<file path="config.mk">
export PLATFORM = sky130hd
export DESIGN_NAME = calc_entry_fsm
export DESIGN_NICKNAME = d
export VERILOG_FILES = /design/src/rtl/calc_pkg.sv /design/src/rtl/calc_alu.sv /design/src/rtl/calc_entry_fsm.sv
export SDC_FILE = /design/constraint.sdc
export NUM_CORES = 1
export LEC_CHECK = 0
export ABC_CLOCK_PERIOD_IN_PS = 16480
export BUFFER_PORTS_ARGS = -buffer_cell sky130_fd_sc_hd__buf_2
export CORE_ASPECT_RATIO = 0.5
export CORE_MARGIN = 4
export CORE_UTILIZATION = 55
export CTS_BUF_LIST = sky130_fd_sc_hd__clkbuf_4 sky130_fd_sc_hd__clkbuf_8
export CTS_CLUSTER_DIAMETER = 50
export DETAILED_ROUTE_END_ITERATION = 6
export PLACE_DENSITY = 0.71
export SLEW_MARGIN = 0
export SYNTH_ARGS = -nofsm -noshare
export SYNTH_HDL_FRONTEND = slang
export SYNTH_SLANG_ARGS = --single-unit
</file>
<file path="constraint.sdc">
create_clock -name clk -period 16.48 [get_ports clk]
set_clock_uncertainty 0.15 [all_clocks]
set_input_delay 2.472 -clock clk [delete_from_list [all_inputs] [get_ports clk]]
set_output_delay 2.472 -clock clk [all_outputs]
set_load 0.01 [all_outputs]
</file>
<file path="src/rtl/calc_pkg.sv">
// Shared key codes, operator and entry-state encodings for the calculator entry path.
package calc_pkg;

   localparam logic [4:0] KEY_ADD  = 5'h10;
   localparam logic [4:0] KEY_MUL  = 5'h11;
   localparam logic [4:0] KEY_AND  = 5'h12;
   localparam logic [4:0] KEY_EXE  = 5'h13;
   localparam logic [4:0] KEY_SUB  = 5'h14;
   localparam logic [4:0] KEY_OR   = 5'h15;
   localparam logic [4:0] KEY_CE   = 5'h16;
   localparam logic [4:0] KEY_CLR  = 5'h17;
   localparam logic [4:0] KEY_NONE = 5'h1F;

   typedef enum logic [2:0] {
      OP_NONE = 3'd0,
      OP_ADD  = 3'd1,
      OP_SUB  = 3'd2,
      OP_MUL  = 3'd3,
      OP_AND  = 3'd4,
      OP_OR   = 3'd5
   } op_t;

   typedef enum logic [1:0] {
      S_A   = 2'd0,
      S_OP  = 2'd1,
      S_B   = 2'd2,
      S_RES = 2'd3
   } entry_state_t;

   function automatic logic key_is_op(input logic [4:0] k);
      return (k == KEY_ADD) || (k == KEY_SUB) || (k == KEY_MUL) ||
             (k == KEY_AND) || (k == KEY_OR);
   endfunction

   function automatic op_t key_to_op(input logic [4:0] k);
      op_t o;
      case (k)
         KEY_ADD: o = OP_ADD;
         KEY_SUB: o = OP_SUB;
         KEY_MUL: o = OP_MUL;
         KEY_AND: o = OP_AND;
         KEY_OR:  o = OP_OR;
         default: o = OP_NONE;
      endcase
      return o;
   endfunction

endpackage

</file>
<file path="src/rtl/calc_alu.sv">
// Combinational W-bit calculator ALU; results wrap modulo 2^W and ovf flags the wrap
// (or, in decimal mode, a result beyond the largest enterable decimal value).
module calc_alu
   import calc_pkg::*;
#(
   parameter int          W       = 16,
   parameter int unsigned DEC_MAX = 9999
) (
   input  logic [W-1:0] a,
   input  logic [W-1:0] b,
   input  op_t          op,
   input  logic         dec_mode,
   output logic [W-1:0] result,
   output logic         ovf
);

   localparam logic [W-1:0] DEC_LIM = DEC_MAX[W-1:0];

   logic [W:0]     sum;
   logic [2*W-1:0] prod;

   assign sum  = {1'b0, a} + {1'b0, b};
   assign prod = {{W{1'b0}}, a} * {{W{1'b0}}, b};

   always_comb begin
      result = a;
      ovf    = 1'b0;
      case (op)
         OP_ADD: begin
            result = sum[W-1:0];
            ovf    = sum[W];
         end
         OP_SUB: begin
            result = a - b;
            ovf    = (b > a);
         end
         OP_MUL: begin
            result = prod[W-1:0];
            ovf    = |prod[2*W-1:W];
         end
         OP_AND: result = a & b;
         OP_OR:  result = a | b;
         default: begin
            result = a;
            ovf    = 1'b0;
         end
      endcase
      // Decimal limit applies to whatever value ends up on the display.
      if (dec_mode && (result > DEC_LIM)) ovf = 1'b1;
   end

endmodule

</file>
<file path="src/rtl/calc_entry_fsm.sv">
// Key-entry FSM: assembles A, operator and B from select pulses, evaluates on EXE or
// on a chained operator, and chooses the value to display for the current state.
module calc_entry_fsm
   import calc_pkg::*;
#(
   parameter int W          = 16,
   parameter int HEX_DIGITS = 4,
   parameter int DEC_DIGITS = 4
) (
   input  logic         clk,
   input  logic         rst,
   input  logic         select,
   input  logic [4:0]   val,
   input  logic         dec_mode,
   output logic [W-1:0] display_value,
   output logic [2:0]   op_code,
   output logic [1:0]   state,
   output logic         overflow,
   output logic         result_valid
);

   localparam int unsigned DEC_MAX    = (10 ** DEC_DIGITS) - 1;
   localparam int          MAX_DIGITS = (HEX_DIGITS > DEC_DIGITS) ? HEX_DIGITS : DEC_DIGITS;
   localparam int          CW         = $clog2(MAX_DIGITS + 1);

   entry_state_t  state_q, state_d;
   logic [W-1:0]  a_q, a_d, b_q, b_d, res_q, res_d;
   logic [CW-1:0] cnt_q, cnt_d;
   op_t           op_q, op_d;
   logic          ovf_q, ovf_d;
   logic          rv_q, rv_d;

   logic [W-1:0]  alu_res;
   logic          alu_ovf;
   logic [3:0]    digit;
   logic [W-1:0]  digit_w;
   logic          digit_ok;
   logic          digit_room;
   logic [CW-1:0] digit_limit;

   calc_alu #(.W(W), .DEC_MAX(DEC_MAX)) u_alu (
      .a        (a_q),
      .b        (b_q),
      .op       (op_q),
      .dec_mode (dec_mode),
      .result   (alu_res),
      .ovf      (alu_ovf)
   );

   function automatic logic [W-1:0] append_digit(input logic [W-1:0] operand,
                                                 input logic [W-1:0] d,
                                                 input logic         dec);
      if (dec) return (operand * W'(10)) + d;
      else     return {operand[W-5:0], d[3:0]};
   endfunction

   assign digit       = val[3:0];
   assign digit_w     = {{(W-4){1'b0}}, digit};
   assign digit_ok    = !val[4] && !(dec_mode && (digit > 4'd9));
   assign digit_limit = dec_mode ? CW'(DEC_DIGITS) : CW'(HEX_DIGITS);
   assign digit_room  = (cnt_q < digit_limit);

   always_ff @(posedge clk or negedge rst) begin
      if (!rst) begin
         state_q <= S_A;
         a_q     <= '0;
         b_q     <= '0;
         res_q   <= '0;
         cnt_q   <= '0;
         op_q    <= OP_NONE;
         ovf_q   <= 1'b0;
         rv_q    <= 1'b0;
      end else begin
         state_q <= state_d;
         a_q     <= a_d;
         b_q     <= b_d;
         res_q   <= res_d;
         cnt_q   <= cnt_d;
         op_q    <= op_d;
         ovf_q   <= ovf_d;
         rv_q    <= rv_d;
      end
   end

   always_comb begin
      state_d = state_q;
      a_d     = a_q;
      b_d     = b_q;
      res_d   = res_q;
      cnt_d   = cnt_q;
      op_d    = op_q;
      ovf_d   = ovf_q;
      rv_d    = 1'b0;

      if (select) begin
         // CE on a shown result is a full clear, same as CLR.
         if ((val == KEY_CLR) || ((val == KEY_CE) && (state_q == S_RES))) begin
            state_d = S_A;
            a_d     = '0;
            b_d     = '0;
            res_d   = '0;
            cnt_d   = '0;
            op_d    = OP_NONE;
            ovf_d   = 1'b0;
         end else begin
            case (state_q)
               S_A: begin
                  if (digit_ok && digit_room) begin
                     a_d   = append_digit(a_q, digit_w, dec_mode);
                     cnt_d = cnt_q + CW'(1);
                  end else if (key_is_op(val)) begin
                     op_d    = key_to_op(val);
                     state_d = S_OP;
                  end else if (val == KEY_CE) begin
                     a_d   = '0;
                     cnt_d = '0;
                  end
               end
               S_OP: begin
                  if (digit_ok) begin
                     b_d     = digit_w;
                     cnt_d   = CW'(1);
                     state_d = S_B;
                  end else if (key_is_op(val)) begin
                     op_d = key_to_op(val);
                  end
               end
               S_B: begin
                  if (digit_ok && digit_room) begin
                     b_d   = append_digit(b_q, digit_w, dec_mode);
                     cnt_d = cnt_q + CW'(1);
                  end else if ((val == KEY_EXE) || key_is_op(val)) begin
                     res_d   = alu_res;
                     a_d     = alu_res;
                     ovf_d   = alu_ovf;
                     rv_d    = 1'b1;
                     state_d = S_RES;
                     if (key_is_op(val)) begin
                        op_d    = key_to_op(val);
                        state_d = S_OP;
                     end
                  end else if (val == KEY_CE) begin
                     b_d     = '0;
                     cnt_d   = '0;
                     state_d = S_OP;
                  end
               end
               S_RES: begin
                  if (digit_ok) begin
                     a_d     = digit_w;
                     cnt_d   = CW'(1);
                     ovf_d   = 1'b0;
                     state_d = S_A;
                  end else if (key_is_op(val)) begin
                     op_d    = key_to_op(val);
                     state_d = S_OP;
                  end
               end
               default: state_d = S_A;
            endcase
         end
      end
   end

   always_comb begin
      case (state_q)
         S_B:     display_value = b_q;
         S_RES:   display_value = res_q;
         default: display_value = a_q;
      endcase
   end

   assign op_code      = op_q;
   assign state        = state_q;
   assign overflow     = ovf_q;
   assign result_valid = rv_q;

endmodule

</file>
# Word level (Yosys, flattened, before mapping)
# Cells that the tools add are included.
# classes
add_sub_neg,5
shifts,0
multipliers,3
bitwise,2
reduce_logical,28
eq_ne,29
n_lt_le_gt_ge,4
n_mux,56
n_div,0
# ops
op,n
16-bit two-way mux,14
16-bit one-hot mux with 5 select lines,1
16-bit one-hot mux with 2 select lines,2
16-bit one-hot mux with 3 select lines,1
5-bit equality test (second input constant),8
3-bit two-way mux,13
16-bit by 4-bit adder with 16-bit output,2
16-bit by 16-bit multiplier with 32-bit output,1
16-bit by 3-bit multiplier with 15-bit output (second input constant),2
4-bit != test (second input constant),5
5-bit AND reduction,4
2-bit two-way mux,9
3-bit one-hot mux with 3 select lines,2
16-bit by 16-bit adder with 17-bit output,1
16-bit bitwise AND,1
16-bit by 14-bit > comparator with 1-bit output (second input constant),1
16-bit > comparator,1
16-bit OR,1
16-bit OR reduction,1
16-bit subtractor,1
3-bit one-hot mux with 5 select lines,1
3-bit != test (second input constant),4
1-bit two-way mux,10
2-bit one-hot mux with 4 select lines,1
23 further kinds,40
# word_totals
elab_cells,135
out_inout_bits,23
mem_bits_ro,0
mem_count,0
mem_bits_rw,0
ff_bits,58
latch_bits,0

# Longest topological paths before layout
# Gate-level depths: netlist of run 1.
# logic_depth
word_depth,11
ltp_mapped,28
depth_no_buf,25

# Modules after synthesis
# Synthesis of run 1 repeated with hierarchy kept, for this count alone.
# hier_totals
hier_cells,2054
hier_area_um2,16299.4
# by_module_without_submodules
module,cells_each,seq_area_each_um2,instances,area_each_um2
calc_alu,1431,0.0,1,11119.4
calc_entry_fsm,623,1451.4,1,5180.0

# Worst setup path before layout of run 1
# No wires, ideal clock.
# synth_path
path_type,flip-flop to flip-flop
start,register b_q[6]
end,register ovf_q (netlist: overflow)
n_path_buf,2
setup_time_ns,0.139
t_required_ns,16.191
slack_ns,9.622
arrival_time_ns,6.569
stages_incl_launch_ff,26
path_cell_list,dfrtp_1 clkbuf_1 inv_1 clkbuf_1 nor2_1 fa_1 inv_1 fa_1 inv_1 fa_1 fa_1 fa_1 inv_1 fa_1 inv_1 ha_1 a211oi_2 nand3_1 o211a_1 or4b_4 a2111oi_2 o2111ai_1 nor4_2 nand4_1 a21oi_1 o221ai_1
# synth_via
elab_chain_len,9
# synth_lines
element,line,source
start: declaration,calc_entry_fsm.sv:27,"logic [W-1:0] a_q, a_d, b_q, b_d, res_q, res_d;"
start signal: assignment,calc_entry_fsm.sv:67,b_q <= '0;
start signal: assignment,calc_entry_fsm.sv:76,b_q <= b_d;
16-bit by 16-bit multiplier with 32-bit output (tied with other cells),calc_alu.sv:23,"assign prod = {{W{1'b0}}, a} * {{W{1'b0}}, b};"
16-bit one-hot mux with 5 select lines,calc_alu.sv:28,case (op)
16-bit by 14-bit > comparator with 1-bit output,calc_alu.sv:49,if (dec_mode && (result > DEC_LIM)) ovf = 1'b1;
1-bit logical AND,calc_alu.sv:49,
1-bit two-way mux (*),calc_alu.sv:49,
1-bit two-way mux (*),calc_entry_fsm.sv:132,end else if ((val == KEY_EXE) || key_is_op(val)) begin
1-bit two-way mux (*),calc_entry_fsm.sv:129,if (digit_ok && digit_room) begin
1-bit one-hot mux with 2 select lines (*),calc_entry_fsm.sv:106,case (state_q)
1-bit two-way mux (*),calc_entry_fsm.sv:97,if ((val == KEY_CLR) || ((val == KEY_CE) && (state_q == S_RES))) begin
end signal: assignment,calc_entry_fsm.sv:80,ovf_q <= ovf_d;
end: declaration,calc_entry_fsm.sv:30,"logic ovf_q, ovf_d;"
# Every way passes the cells marked *; elsewhere a longest branch is shown, timed or not. The select of a mux whose other input is x is not followed.
# A chain may end at the register's enable or synchronous reset.

# Worst setup path in the final report of run 1
# layout_path
start,register b_q[10]
end,register ovf_q (netlist: overflow)
# Same word-level chain as after synthesis.

==> results.yml, run 1 <==
clocking:
  cts.path.max_buffers: 2
  cts.sinks: 58
  cts_tree: "built"
  cts_buffers: 9
  path_clk_slew_ns: 0.07
  insertion_delay_ns: 0.36
  post_cts_buffers: 0
  cts_resized: 0
  ctsHoldBuffers: 0
  htreeDepth: 3
  cts-root-buf: "clkbuf_8"
synthesis:
  synth_edf_count: 0
  synth_fp_nets: 2438
  yosysWarnings: 0
  syn_area_sq_um: 16160
  avgSynthCellArea_sq_um: 7.983
  ys_ff_latch: 58
  synth.distinct_cells: 90
  ys_async_sr_fraction_pct: 100.0
  seq_area_frac_synth_pct: 8.983
  synthFlopType: "dfrtp_1"
  synthCells: 2024
place:
  place.gp.congestion: 1.048
  numPortBuffers: 31
  dpl_cell_area_sq_um: 16570
  place_inst: 2372
  dpl.hpwl_um: 44050
timing:
  worst_pin_slew_ns: 1.106
  rsz0062_at_grt: "false"
  max_slew_margin_pct: 25.99
  fin_crit_sh_pct: 49.25
  hold_violations: 0
  period_minus_slack_ns: 8.116
  fmax_ghz: 0.1232
  setup_viol: 0
  slew_violations: 0
  setup_tns_ns: 0
die:
  dieArea_sq_um: 32350
  dieHeight_um: 129.2
  ios: 32
  rows: 44
  core_sq_um: 28960
  die_w_um: 250.4
  initial_utilization_pct: 55.79
global_routing:
  grt_max_degree: 59
  grt_pass1_wl_um: 85030
  grt_usage_pct: 34.13
  grt_antenna_before_repair: 0
  grt_pass1_vias: 14350
  overflow: 0
worst_hold_path:
  whs_path_depth: 2
  hold_path_class: "flip-flop to flip-flop"
  hold_path.startpoint: "res_q[4]"
  holdPathEnd: "res_q[4]"
job:
  drv_cap: 0
drt:
  vias_per_cell: 6.272
  drtAntennaViolNets: 0
  drt_pass1_iterations: 7
  wl_um: 55710
  post_drt_wl_per_cell_um: 23.33
  vias: 14980
  route.detailed.drc: 2
  drt_iter0_drc: 2024
finish:
  final_cells: 2388
  design_area_sq_um: 16760
  nets: 2406
  syn2layout_area_growth_pct: 3.756
  final_cell_mix: "inv_1, nand2_1, nor2_1"
  final_common_cell: "inv_1"
  drive_gt1_share_pct: 5.110
worst_setup_path:
  crit_required_ns: 16.54
  start_kind: "flip-flop"
  crit_path_end_kind: "flip-flop"
  reg2regPathDepth: 23
  worstReg2RegStart: "b_q[10]"
  critical_path_class: "flip-flop to flip-flop"
  worst-path-max-fanout: 15
  worstPathArrival_ns: 8.18
  rr_endpoint: "overflow"
  rrSetupSlack_ns: 8.36
power:
  powerDensity_nw_per_um2: 147.3
  finalPower_mw: 2.469
  peakVddDrop_mv: 0.1437
  leakage_nw: 7.500
run_status:
  violations: "design-rule violations"
  outcome: "finished with violations"
## Yosys cell counts, drive strengths merged (14+ instances only)
| master | n | share of area [%] |
|---|---|---|
| a211oi | 16 | 0.85 |
| a21o | 18 | 0.84 |
| a21oi | 127 | 3.9 |
| a22o | 17 | 0.92 |
| buf | 19 | 0.68 |
| clkbuf | 77 | 1.8 |
| dfrtp | 58 | 9.0 |
| fa | 200 | 25 |
| ha | 205 | 16 |
| inv | 285 | 6.6 |
| mux2i | 22 | 1.4 |
| nand2 | 250 | 5.8 |
| nand3 | 35 | 1.1 |
| nor2 | 217 | 5.1 |
| nor2b | 20 | 0.77 |
| nor3 | 19 | 0.59 |
| o21ai | 108 | 3.3 |
| o22ai | 14 | 0.54 |
| xnor2 | 45 | 2.4 |
| xor2 | 19 | 1.0 |
## routing by layer
| metal | share of wire (%) | vias up | wire [um] | GRT usage, % |
|---|---|---|---|---|
| met2 | 41 | 884 | 22760 | 50.76 |
| met4 | 3.4 | 0 | 1883 | 10.26 |
| met1 | 43 | 7197 | 23870 | 47.97 |
| li1 | - | 6744 | - | - |
| met3 | 13 | 153 | 7191 | 11.03 |
| met5 | 0 | - | 0 | 0 |
## worst max-delay path: stages, from the launching register on
cell       delay [ns]
dfrtp_1          0.76
clkinv_1         0.55
nor2_1           0.24
fa_1             0.45
inv_1            0.09
fa_1             0.40
inv_1            0.09
fa_1             0.42
fa_1             0.42
inv_1            0.08
fa_1             0.46
fa_1             0.55
inv_1            0.05
ha_1             0.43
a211oi_2         0.35
nand3_1          0.14
o211a_1          0.26
or4b_4           0.52
a2111oi_2        0.32
o2111ai_1        0.19
nor4_2           0.16
nand4_1          0.18
a21oi_1          0.49
o221ai_1         0.21
## cell type report
type / count / area, sq um
Fill cell: 2739 / 12190
Multi-Input combinational cell: 1576 / 13200
Tap cell: 391 / 489.2
Clock inverter: 3 / 40.04
Sequential cell: 58 / 1453
Timing Repair Buffer: 53 / 320.3
Clock buffer: 12 / 152.6
Inverter: 294 / 1104
Antenna cell: 1 / 2.502
## flip-flops by register name, indices dropped and copies added (netlist names)
register,count
res_q,16
b_q,16
op_code,3
result_valid,1
a_q,16
overflow,1
cnt_q,3
state,2
## cells by family after synthesis
family / Yosys count / synth area share, %
AOI/OAI and AO/OA: 448 / 18.44
xor gates and xnor gates: 65 / 3.617
adders and majority gates: 405 / 40.66
buffers and inverters: 390 / 9.301
DFF: 58 / 8.983
muxes: 25 / 1.572
and+or+nand+nor: 633 / 17.43
## stage by stage
stage / hold WS [ns] / worst slack [ns] / util (%)
after floorplan: 0.2959 / 9.622 / -
after global placement: 0.3108 / 8.728 / 57.22
after detailed placement: 0.3202 / 8.534 / 57.22
after CTS: 0.3328 / 8.514 / 57.88
after global routing: 0.3684 / 7.876 / 57.88
final: 0.3373 / 8.364 / 57.89
## where the power goes
group	internal [mW]	switching [mW]
clock	0.0760	0.0587
combinational	0.719	1.28
sequential	0.191	0.150
## worst max path at each step
stage	endpoint	cells after the start	slack [ns]	startpoint
after floorplan	overflow	25	9.62	b_q[6]
after global placement	overflow	23	8.73	a_q[1]
final	overflow	23	8.36	b_q[10]
after CTS	overflow	23	8.51	a_q[1]
after detailed placement	overflow	23	8.53	a_q[1]
after global routing	overflow	23	7.88	a_q[1]
Note: power is estimated with default switching activity, not from simulation.
==> inputs of run 2 (changes only) <==
ABC_CLOCK_PERIOD_IN_PS = 7310   (was 16480)
PLACE_DENSITY = 0.74   (was 0.71)
clock period = 7.31 ns   (was 16.48 ns; I/O delays follow)
==> results.yml, run 2 (synthesized netlist as in run 1, its figures left out) <==
run_status:
  outcome: "completed"
worst_setup_path:
  critical_path_class: "flip-flop to flip-flop"
  critPathBufInv: 4
  rrSetupSlack_ns: 0.20
  worstPathCellList: "buf_4 -> buf_4 -> nand2_1 -> fa_1 -> fa_1 -> fa_1 -> fa_1 -> fa_1 -> fa_1 -> inv_1 -> ha_4 -> a211oi_4 -> nand3_2 -> o211a_1 -> or4b_4 -> a2111oi_4 -> o2111ai_2 -> nor4_2 -> nand4_1 -> a21oi_1 -> buf_4 -> o221ai_2"
  worstReg2RegStart: "a_q[3]"
  critPathLaunch: "a_q[3]"
  worst_path_most_repeated_cell: "fa_1"
  worst-path-max-fanout: 5
  worstPathArrival_ns: 7.18
  crit_path_end_kind: "flip-flop"
  crit_required_ns: 7.38
  start_kind: "flip-flop"
  crit_family: "adder cells"
  cpMaxStageDelayCell: "fa_1"
  cpPeakStageDelay_ns: 0.55
finish:
  top_regs: "a_q x16, b_q x16, res_q x16"
  postLayoutCoreUtil_pct: 61.55
  final_cell_mix: "inv_1, nand2_1, nor2_1"
  syn2layout_area_growth_pct: 10.32
  antenna_cells: 0
  nets: 2519
  final_common_cell: "inv_1"
  drive_gt1_share_pct: 12.37
clocking:
  insertion_delay_ns: 0.35
  cts_tree: "built"
  htreeDepth: 3
  cts-root-buf: "clkbuf_8"
  cts.path.max_buffers: 2
  cts.sinks: 58
  cts_buffers: 9
  path_clk_slew_ns: 0.07
timing:
  setup_viol: 0
  slew_violations: 0
  worst_pin_slew_ns: 1.118
  max_slew_margin_pct: 25.16
  period_minus_slack_ns: 7.111
  fin_crit_sh_pct: 97.27
  fmax_ghz: 0.1406
  hold_violations: 0
  finalWorstSetupSlack_ns: 0.1995
drt:
  vias: 15460
  drt_iter0_drc: 1612
  route.detailed.drc: 0
  wl_um: 54340
  vias_per_cell: 6.182
  post_drt_wl_per_cell_um: 21.73
  drt_pass1_iterations: 6
  drtAntennaViolNets: 0
global_routing:
  overflow: 0
  grt_antenna_before_repair: 0
  grt_pass1_wl_um: 84410
  grt_pass1_vias: 14780
  grt_usage_pct: 33.36
  grt_max_degree: 59
place:
  dpl.hpwl_um: 44240
  numPortBuffers: 31
  pre_cts_ws_ns: 0.1271
  place.gp.congestion: 1.025
die:
  rows: 44
  dieHeight_um: 129.2
  core_sq_um: 28960
  ios: 32
  dieArea_sq_um: 32350
  initial_utilization_pct: 55.79
  die_w_um: 250.4
worst_hold_path:
  hold_path_class: "flip-flop to flip-flop"
  hold_path.startpoint: "cnt_q[1]"
power:
  peakVddDrop_mv: 0.3981
  powerDensity_nw_per_um2: 336.8
  finalPower_mw: 6.004
  leakage_nw: 8.050
job:
  drv_cap: 0
run 2: cell count changes in the layout (fill, tap and decap cells not counted), moves of 4 or more:
cell        previous run  this run
clkinvlp_4             0         4
buf_4                 22       126
buf_6                  0         7
ha_1                 205       199
dfrtp_1               57        37
inv_1                282       270
dfrtp_2                1        21
inv_2                  3        11
run 2: layout make-up:
cell class | instances | area (sq um)
timing repair buffer | 166 | 1215
tap | 391 | 489.2
inverter | 294 | 1116
clock buffer | 12 | 152.6
multi-input combinational | 1576 | 13300
clock inverter | 4 | 75.07
sequential | 58 | 1478
fill | 2613 | 11130
run 2: worst min-delay path: stages (launching register included):
cell     delay [ns]
dfrtp_1        0.35
nand2_1        0.05
o21ai_0        0.06
run 2: worst paths after layout:
check,depth (start not counted),to
setup / recovery,22,overflow
hold / removal,2,cnt_q[1]
setup reg to reg,22,overflow
hold reg to reg,2,cnt_q[1]
max in group asynchronous,2,a_q[8]
min in group asynchronous,2,res_q[4]
run 2: repair_timing:
action                     4_1_cts  5_1_grt
hold buffers                     0        0
resized for setup                0       60
setup buffers                    0       22
setup endpoints to repair        0        2
run 2: power breakdown:
part / leakage, nW / total (mW) / switching (mW) / internal [mW]
combinational: 7.19 / 5.00 / 3.08 / 1.93
clock: 0.110 / 0.350 / 0.141 / 0.209
sequential: 0.747 / 0.649 / 0.206 / 0.442
total: 8.05 / 6.00 / 3.42 / 2.58
run 2: stage by stage:
step	area, sq um	TNS [ns]	hold slack (ns)	std cells
4_1_cts	17490	0	0.3328	2479
5_1_grt	17820	-0.05290	0.3487	2501
6_report	17820	0	0.3397	2501
3_3_place_gp	17260	0	0.3143	2463
3_5_place_dp	17260	0	0.3161	2463
2_1_floorplan	16160	0	0.2959	2024
run 2: routing by layer:
layer	global-route usage, %	up-vias	share of wire, %
li1	-	6976	-
met5	0	-	0
met1	45.89	7402	41
met2	51.48	933	42
met3	10.03	150	14
met4	10.04	0	3.3
